[config.mk]
export PLATFORM = sky130hd
export DESIGN_NAME = ro_deserializer
export DESIGN_NICKNAME = d
export VERILOG_FILES = /design/src/rtl/ro_deserializer_pkg.sv /design/src/rtl/sat_counter.sv /design/src/rtl/ro_deserializer.sv
export SDC_FILE = /design/constraint.sdc
export NUM_CORES = 1
export LEC_CHECK = 0
export CAP_MARGIN = 20
export CORE_MARGIN = 2
export CORE_UTILIZATION = 40
export DETAILED_ROUTE_END_ITERATION = 16
export PLACE_DENSITY = 0.54
export RECOVER_POWER = 50
export SKIP_LAST_GASP = 1
export SYNTH_ARGS = -nofsm -noshare
export SYNTH_HDL_FRONTEND = slang
export SYNTH_SLANG_ARGS = --single-unit
export TNS_END_PERCENT = 5
[constraint.sdc]
create_clock -name clk_master -period 10.6 [get_ports clk_master]
set_input_delay 2.12 -clock clk_master [delete_from_list [all_inputs] [get_ports clk_master]]
set_output_delay 2.12 -clock clk_master [all_outputs]
set_load 0.05 [all_outputs]
[src/rtl/ro_deserializer_pkg.sv]
// rtl/ro_deserializer_pkg.sv - shared states and field widths for the readout deserializer
package ro_deserializer_pkg;

  typedef enum logic [1:0] {IDLE, SYNC_WAIT, ACCUM} rx_state_t;
  typedef enum logic {EMPTY, DRAIN} drain_state_t;

  localparam int WIN_LEN_W = 16;
  localparam int RO_W      = 2;
  localparam int RO_EV     = 0;
  localparam int RO_POL    = 1;

endpackage

[src/rtl/sat_counter.sv]
// rtl/sat_counter.sv - saturating event counter with sync clear and look-ahead sum
module sat_counter #(
  parameter int W = 8
) (
  input  logic         clk,
  input  logic         rst,
  input  logic         clr,
  input  logic         keep_inc,
  input  logic         inc,
  output logic [W-1:0] sum
);

  logic [W-1:0] cnt;

  // sum already contains this cycle's event so a window snapshot can include the final slot
  assign sum = (inc && cnt != {W{1'b1}}) ? cnt + W'(1) : cnt;

  always_ff @(posedge clk) begin
    if (rst) begin
      cnt <= '0;
    end else if (clr) begin
      cnt <= (keep_inc && inc) ? W'(1) : '0;
    end else begin
      cnt <= sum;
    end
  end

endmodule

[src/rtl/ro_deserializer.sv]
// rtl/ro_deserializer.sv - per-channel event accumulator over framed slots with record drain
module ro_deserializer
  import ro_deserializer_pkg::*;
#(
  parameter int NUM_CH = 8,
  parameter int CNT_W  = 8
) (
  input  logic                      clk_master,
  input  logic                      rst,
  input  logic                      en,
  input  logic                      frame_sync,
  input  logic [WIN_LEN_W-1:0]      win_len,
  input  logic [RO_W-1:0]           read_out_I,
  input  logic [RO_W-1:0]           read_out_Q,
  output logic                      out_valid,
  input  logic                      out_ready,
  output logic [$clog2(NUM_CH)-1:0] out_ch,
  output logic [CNT_W-1:0]          out_ev_I,
  output logic [CNT_W-1:0]          out_pol_I,
  output logic [CNT_W-1:0]          out_ev_Q,
  output logic [CNT_W-1:0]          out_pol_Q,
  output logic                      sync_err,
  output logic                      overrun
);

  localparam int CH_W = $clog2(NUM_CH);
  localparam logic [CH_W-1:0] LAST_CH = CH_W'(NUM_CH - 1);

  rx_state_t            state, state_nxt;
  drain_state_t         drain, drain_nxt;
  logic [CH_W-1:0]      slot_cnt, cur_slot;
  logic [WIN_LEN_W-1:0] frame_cnt, cur_frame, win_last;
  logic                 acc_cycle, sync_err_now, win_end, clr_all, keep_inc;
  logic                 xfer, last_xfer, buf_free, take_snap;

  logic [CNT_W-1:0] sum_ev_i  [NUM_CH];
  logic [CNT_W-1:0] sum_pol_i [NUM_CH];
  logic [CNT_W-1:0] sum_ev_q  [NUM_CH];
  logic [CNT_W-1:0] sum_pol_q [NUM_CH];
  logic [CNT_W-1:0] snap_ev_i  [NUM_CH];
  logic [CNT_W-1:0] snap_pol_i [NUM_CH];
  logic [CNT_W-1:0] snap_ev_q  [NUM_CH];
  logic [CNT_W-1:0] snap_pol_q [NUM_CH];

  // cur_slot/cur_frame are the position of the slot sampled at this edge, after any realignment
  always_comb begin
    state_nxt    = state;
    acc_cycle    = 1'b0;
    sync_err_now = 1'b0;
    cur_slot     = slot_cnt;
    cur_frame    = frame_cnt;
    case (state)
      IDLE: state_nxt = SYNC_WAIT;
      SYNC_WAIT: begin
        if (frame_sync) begin
          state_nxt = ACCUM;
          acc_cycle = 1'b1;
          cur_slot  = '0;
          cur_frame = '0;
        end
      end
      ACCUM: begin
        acc_cycle = 1'b1;
        if (frame_sync) begin
          cur_slot = '0;
          if (slot_cnt != '0) begin
            sync_err_now = 1'b1;
            cur_frame    = '0;
          end
        end
      end
      default: state_nxt = IDLE;
    endcase
    if (!en) begin
      state_nxt    = IDLE;
      acc_cycle    = 1'b0;
      sync_err_now = 1'b0;
    end
  end

  always_comb begin
    win_last = (win_len == '0) ? '0 : win_len - WIN_LEN_W'(1);
    win_end  = acc_cycle && (cur_slot == LAST_CH) && (cur_frame == win_last);
    clr_all  = !acc_cycle || sync_err_now || win_end;
    keep_inc = acc_cycle && !win_end;
  end

  always_ff @(posedge clk_master) begin
    if (rst) begin
      state     <= IDLE;
      slot_cnt  <= '0;
      frame_cnt <= '0;
      sync_err  <= 1'b0;
    end else begin
      state    <= state_nxt;
      sync_err <= sync_err_now;
      if (acc_cycle) begin
        slot_cnt <= cur_slot + CH_W'(1);
        if (win_end) begin
          frame_cnt <= '0;
        end else if (cur_slot == LAST_CH) begin
          frame_cnt <= cur_frame + WIN_LEN_W'(1);
        end else begin
          frame_cnt <= cur_frame;
        end
      end else begin
        slot_cnt  <= '0;
        frame_cnt <= '0;
      end
    end
  end

  for (genvar c = 0; c < NUM_CH; c++) begin : g_ch
    logic hit;
    assign hit = acc_cycle && (cur_slot == CH_W'(c));
    sat_counter #(.W(CNT_W)) u_ev_i (
      .clk(clk_master), .rst(rst), .clr(clr_all), .keep_inc(keep_inc),
      .inc(hit & read_out_I[RO_EV]), .sum(sum_ev_i[c]));
    sat_counter #(.W(CNT_W)) u_pol_i (
      .clk(clk_master), .rst(rst), .clr(clr_all), .keep_inc(keep_inc),
      .inc(hit & read_out_I[RO_POL]), .sum(sum_pol_i[c]));
    sat_counter #(.W(CNT_W)) u_ev_q (
      .clk(clk_master), .rst(rst), .clr(clr_all), .keep_inc(keep_inc),
      .inc(hit & read_out_Q[RO_EV]), .sum(sum_ev_q[c]));
    sat_counter #(.W(CNT_W)) u_pol_q (
      .clk(clk_master), .rst(rst), .clr(clr_all), .keep_inc(keep_inc),
      .inc(hit & read_out_Q[RO_POL]), .sum(sum_pol_q[c]));
  end

  // the buffer frees up on the edge its last record leaves, so back-to-back windows never overrun
  always_comb begin
    xfer      = (drain == DRAIN) && out_ready;
    last_xfer = xfer && (out_ch == LAST_CH);
    buf_free  = (drain == EMPTY) || last_xfer;
    take_snap = win_end && buf_free;
    drain_nxt = drain;
    if (take_snap) begin
      drain_nxt = DRAIN;
    end else if (last_xfer) begin
      drain_nxt = EMPTY;
    end
  end

  always_ff @(posedge clk_master) begin
    if (rst) begin
      drain   <= EMPTY;
      out_ch  <= '0;
      overrun <= 1'b0;
      for (int i = 0; i < NUM_CH; i++) begin
        snap_ev_i[i]  <= '0;
        snap_pol_i[i] <= '0;
        snap_ev_q[i]  <= '0;
        snap_pol_q[i] <= '0;
      end
    end else begin
      drain <= drain_nxt;
      if (win_end && !buf_free) begin
        overrun <= 1'b1;
      end
      if (take_snap) begin
        out_ch <= '0;
        for (int i = 0; i < NUM_CH; i++) begin
          snap_ev_i[i]  <= sum_ev_i[i];
          snap_pol_i[i] <= sum_pol_i[i];
          snap_ev_q[i]  <= sum_ev_q[i];
          snap_pol_q[i] <= sum_pol_q[i];
        end
      end else if (xfer) begin
        out_ch <= out_ch + CH_W'(1);
      end
    end
  end

  assign out_valid = (drain == DRAIN);
  assign out_ev_I  = snap_ev_i[out_ch];
  assign out_pol_I = snap_pol_i[out_ch];
  assign out_ev_Q  = snap_ev_q[out_ch];
  assign out_pol_Q = snap_pol_q[out_ch];

endmodule

==> results.json <==
{
  "num_rows": 98,
  "grt-busiest-layer": "met2",
  "die_area_mm2": 0.0738,
  "worst_pin_slew_ps": 4110,
  "grt_overflow_total": 0,
  "core_area_mm2": 0.0712,
  "violations": "max-capacitance violations, max-slew violations",
  "postCtsSetupBuffers": 0,
  "yosysWarnings": 0,
  "cts.sinks": 542,
  "holdBufCountCts": 0,
  "worstHoldStart": "state[0]",
  "vias": 21500,
  "synth_simple_gate_area_share_pct": 22.9,
  "cts_tree": "built",
  "cts_root_buf": "clkbuf_16",
  "wl_per_cell_um": 21.9,
  "synth.most_common_cell": "nand2_1",
  "gp_congestion": 0.868,
  "synth.avg_cell_area_um2": 10.6,
  "dr.pass1.iters": 7,
  "fin_crit_sh_pct": 77.7,
  "route.detailed.drc": 0,
  "antenna_found_initial": 8,
  "clk_transition_reported_paths_ps": 60,
  "syn2layout_area_growth_pct": 9.51,
  "numCtsBuffers": 59,
  "clock_skew_ps": 39.0,
  "synth_top_family_by_area": "simple AND/OR/NAND/NOR gates",
  "layout.nets": 2708,
  "worstRegToRegCells": 14,
  "grt_pass1_wl_um": 125000,
  "path_max_fanout": 109,
  "use_met3_pct": 3.46,
  "finish.utilization_pct": 44.1,
  "netlist.area_leader.share_pct": 26.8,
  "critPathArrivalTime_ps": 8480,
  "clockBufferDepth": 3,
  "synth_commonest_cells": "nand2_1, dfxtp_1, edfxtp_1, nor2_1, a211oi_1",
  "synth_compound_area_share_pct": 9.80,
  "cp-start-kind": "primary input",
  "synth_xor_area_share_pct": 7.29,
  "worstHoldEndpoint": "state[0]",
  "use_met1_pct": 29.8,
  "rrSetupSlack_ps": 3770,
  "setup_tns_ps": 0,
  "cp-end-kind": "register",
  "fp.dieH_um": 272,
  "finalSetupViolations": 0,
  "ant_nets": 0,
  "min_period_ps": 8230,
  "syn-num-nets": 2783,
  "hold_class": "reg -> reg",
  "rsz0062_at_grt": "false",
  "path_class": "in -> reg",
  "fmax_ghz": 0.121,
  "clk_latency_ps": 640,
  "ys_seq_area_share_pct": 46.8,
  "finalMaxSlewViolations": 416,
  "worstPathRequired_ps": 10850,
  "ios": 63,
  "relSlewSlack_pct": -174,
  "synth.area.mux_share_pct": 7.37,
  "worstReg2RegStart": "state[0]",
  "synth_cells": 2713,
  "synthAdderAreaFrac_pct": 1.96,
  "synth_ff_type": "dfxtp_1",
  "drive_gt1_share_pct": 12.6,
  "wirelength_um": 79600,
  "hold_viol": 0,
  "start_util_pct": 40.2,
  "dp_hpwl_um": 48400,
  "synth_edf_count": 256,
  "ys_ff_latch": 542,
  "powerDensity_mw_per_mm2": 142,
  "grt_pass1_vias": 21000,
  "htree_levels": 2,
  "drt_iter0_markers": 1632,
  "peakVddDrop_mv": 0.132,
  "p_leak_uw": 0.00988,
  "die_x_um": 272,
  "async_flop_share_pct": 0,
  "grt.met2_usage_pct": 34.2,
  "cts_resized": 0,
  "synthTopCellsByArea": "edfxtp_1, dfxtp_1, nor4_2",
  "min_path_cells": 2,
  "synthDistinctLibCells": 73,
  "io_buffers": 62,
  "maxCapViolations": 8,
  "r2r_end": "snap_ev_i[4][5]",
  "yosysTopAreaCell": "edfxtp_1",
  "viasPerCell": 5.90,
  "grt_use_total_pct": 21.3,
  "grt_start_max_net_pins": 205,
  "status": "finished with violations",
  "synth_area_mm2": 0.0287
}
kinds of logic (layout without fill, tap and decap cells):
kind of cell	after synthesis	count (layout)
AOI/OAI and AO/OA	405	405
xor gates and xnor gates	237	237
adders and majority gates	45	45
buffers and inverters	258	233
DFF	542	542
muxes	124	124
other	0	1
and+or+nand+nor	1102	1102
state kept, by name, summed over array words and instances, names as in the netlist, named ones only:
signal            count
state                 2
snap_ev_q            64
g_ch.u_ev_i.cnt      64
overrun               1
g_ch.u_ev_q.cnt      64
snap_pol_i           64
g_ch.u_pol_q.cnt     64
snap_pol_q           64
slot_cnt              3
sync_err              1
snap_ev_i            64
out_valid             1
out_ch                3
g_ch.u_pol_i.cnt     64
frame_cnt            16
layout make-up:
cell class / instances / area (µm²)
Clock inverter: 15 / 129
Sequential cell: 542 / 13400
Clock buffer: 96 / 1760
Tap cell: 950 / 1190
Inverter: 28 / 108
Antenna cell: 1 / 2.50
Timing Repair Buffer: 94 / 935
Multi-Input combinational cell: 1913 / 13800
Fill cell: 6639 / 39900
per-stage QoR:
stage,hold slack (ps),power (µW),worst slack (ps),instance area [µm²],cells
global route,568,4590,1930,31400,3639
finish,544,4460,2370,31400,3639
detailed placement,526,2490,3280,29900,3525
floorplan,490,2420,143,28700,2713
CTS,540,4510,3910,31700,3636
global placement,508,2480,3400,29900,3525
how the worst max path moves through the flow:
stage                           end  cells after the start       start  slack (ps)
floorplan           snap_ev_i[0][0]                      9  win_len[0]         140
global placement    snap_ev_i[4][3]                     11  win_len[0]        3400
detailed placement  snap_ev_i[4][5]                     11  win_len[0]        3280
CTS                 snap_ev_i[4][5]                     11  win_len[0]        3910
global route           frame_cnt[9]                      7         rst        1930
finish              snap_ev_i[4][5]                     11  win_len[0]        2370
layer usage:
metal | share of wire [%] | up-vias | routed length, µm
met5 | 0.058 | - | 46
met4 | 2.2 | 8 | 1730
met1 | 46 | 10700 | 36500
met3 | 5.5 | 119 | 4370
li1 | - | 10100 | -
met2 | 46 | 572 | 36900
layout by cell type (no fill, tap or decap), types with 46 or more instances in the layout:
| cell type | synthesis | final |
|---|---|---|
| nor4b_1 | 62 | 62 |
| clkbuf_16 | 0 | 61 |
| xor2_1 | 94 | 94 |
| nand2_1 | 332 | 332 |
| nor4_1 | 67 | 121 |
| nor3_1 | 46 | 46 |
| nand4_1 | 65 | 65 |
| a211oi_1 | 157 | 157 |
| nor2_1 | 186 | 185 |
| nor4_2 | 141 | 87 |
| mux2_2 | 56 | 56 |
| xnor2_1 | 142 | 142 |
| nand3_1 | 102 | 102 |
| dfxtp_1 | 286 | 283 |
| mux4_2 | 64 | 64 |
| a21oi_1 | 119 | 119 |
| edfxtp_1 | 256 | 256 |
critical path, cell delays in order:
cell and delay, ps:
dlygate4sd3_1 590, inv_1 90, ha_1 200, nor3b_1 660, a31oi_1 270, or2_2 360
o32a_1 350, o22ai_1 280, o211a_1 1230, a21o_1 1610, buf_12 520
where the power goes:
group / internal (µW) / total (µW) / leakage (µW) / switching [µW]
registers: 2240 / 2260 / 0.00474 / 19.3
clock network: 1160 / 2020 / 0.000916 / 868
logic: 52.7 / 180 / 0.00422 / 128
total: 3440 / 4460 / 0.00988 / 1010
Note: power is estimated with default switching activity, not from simulation.
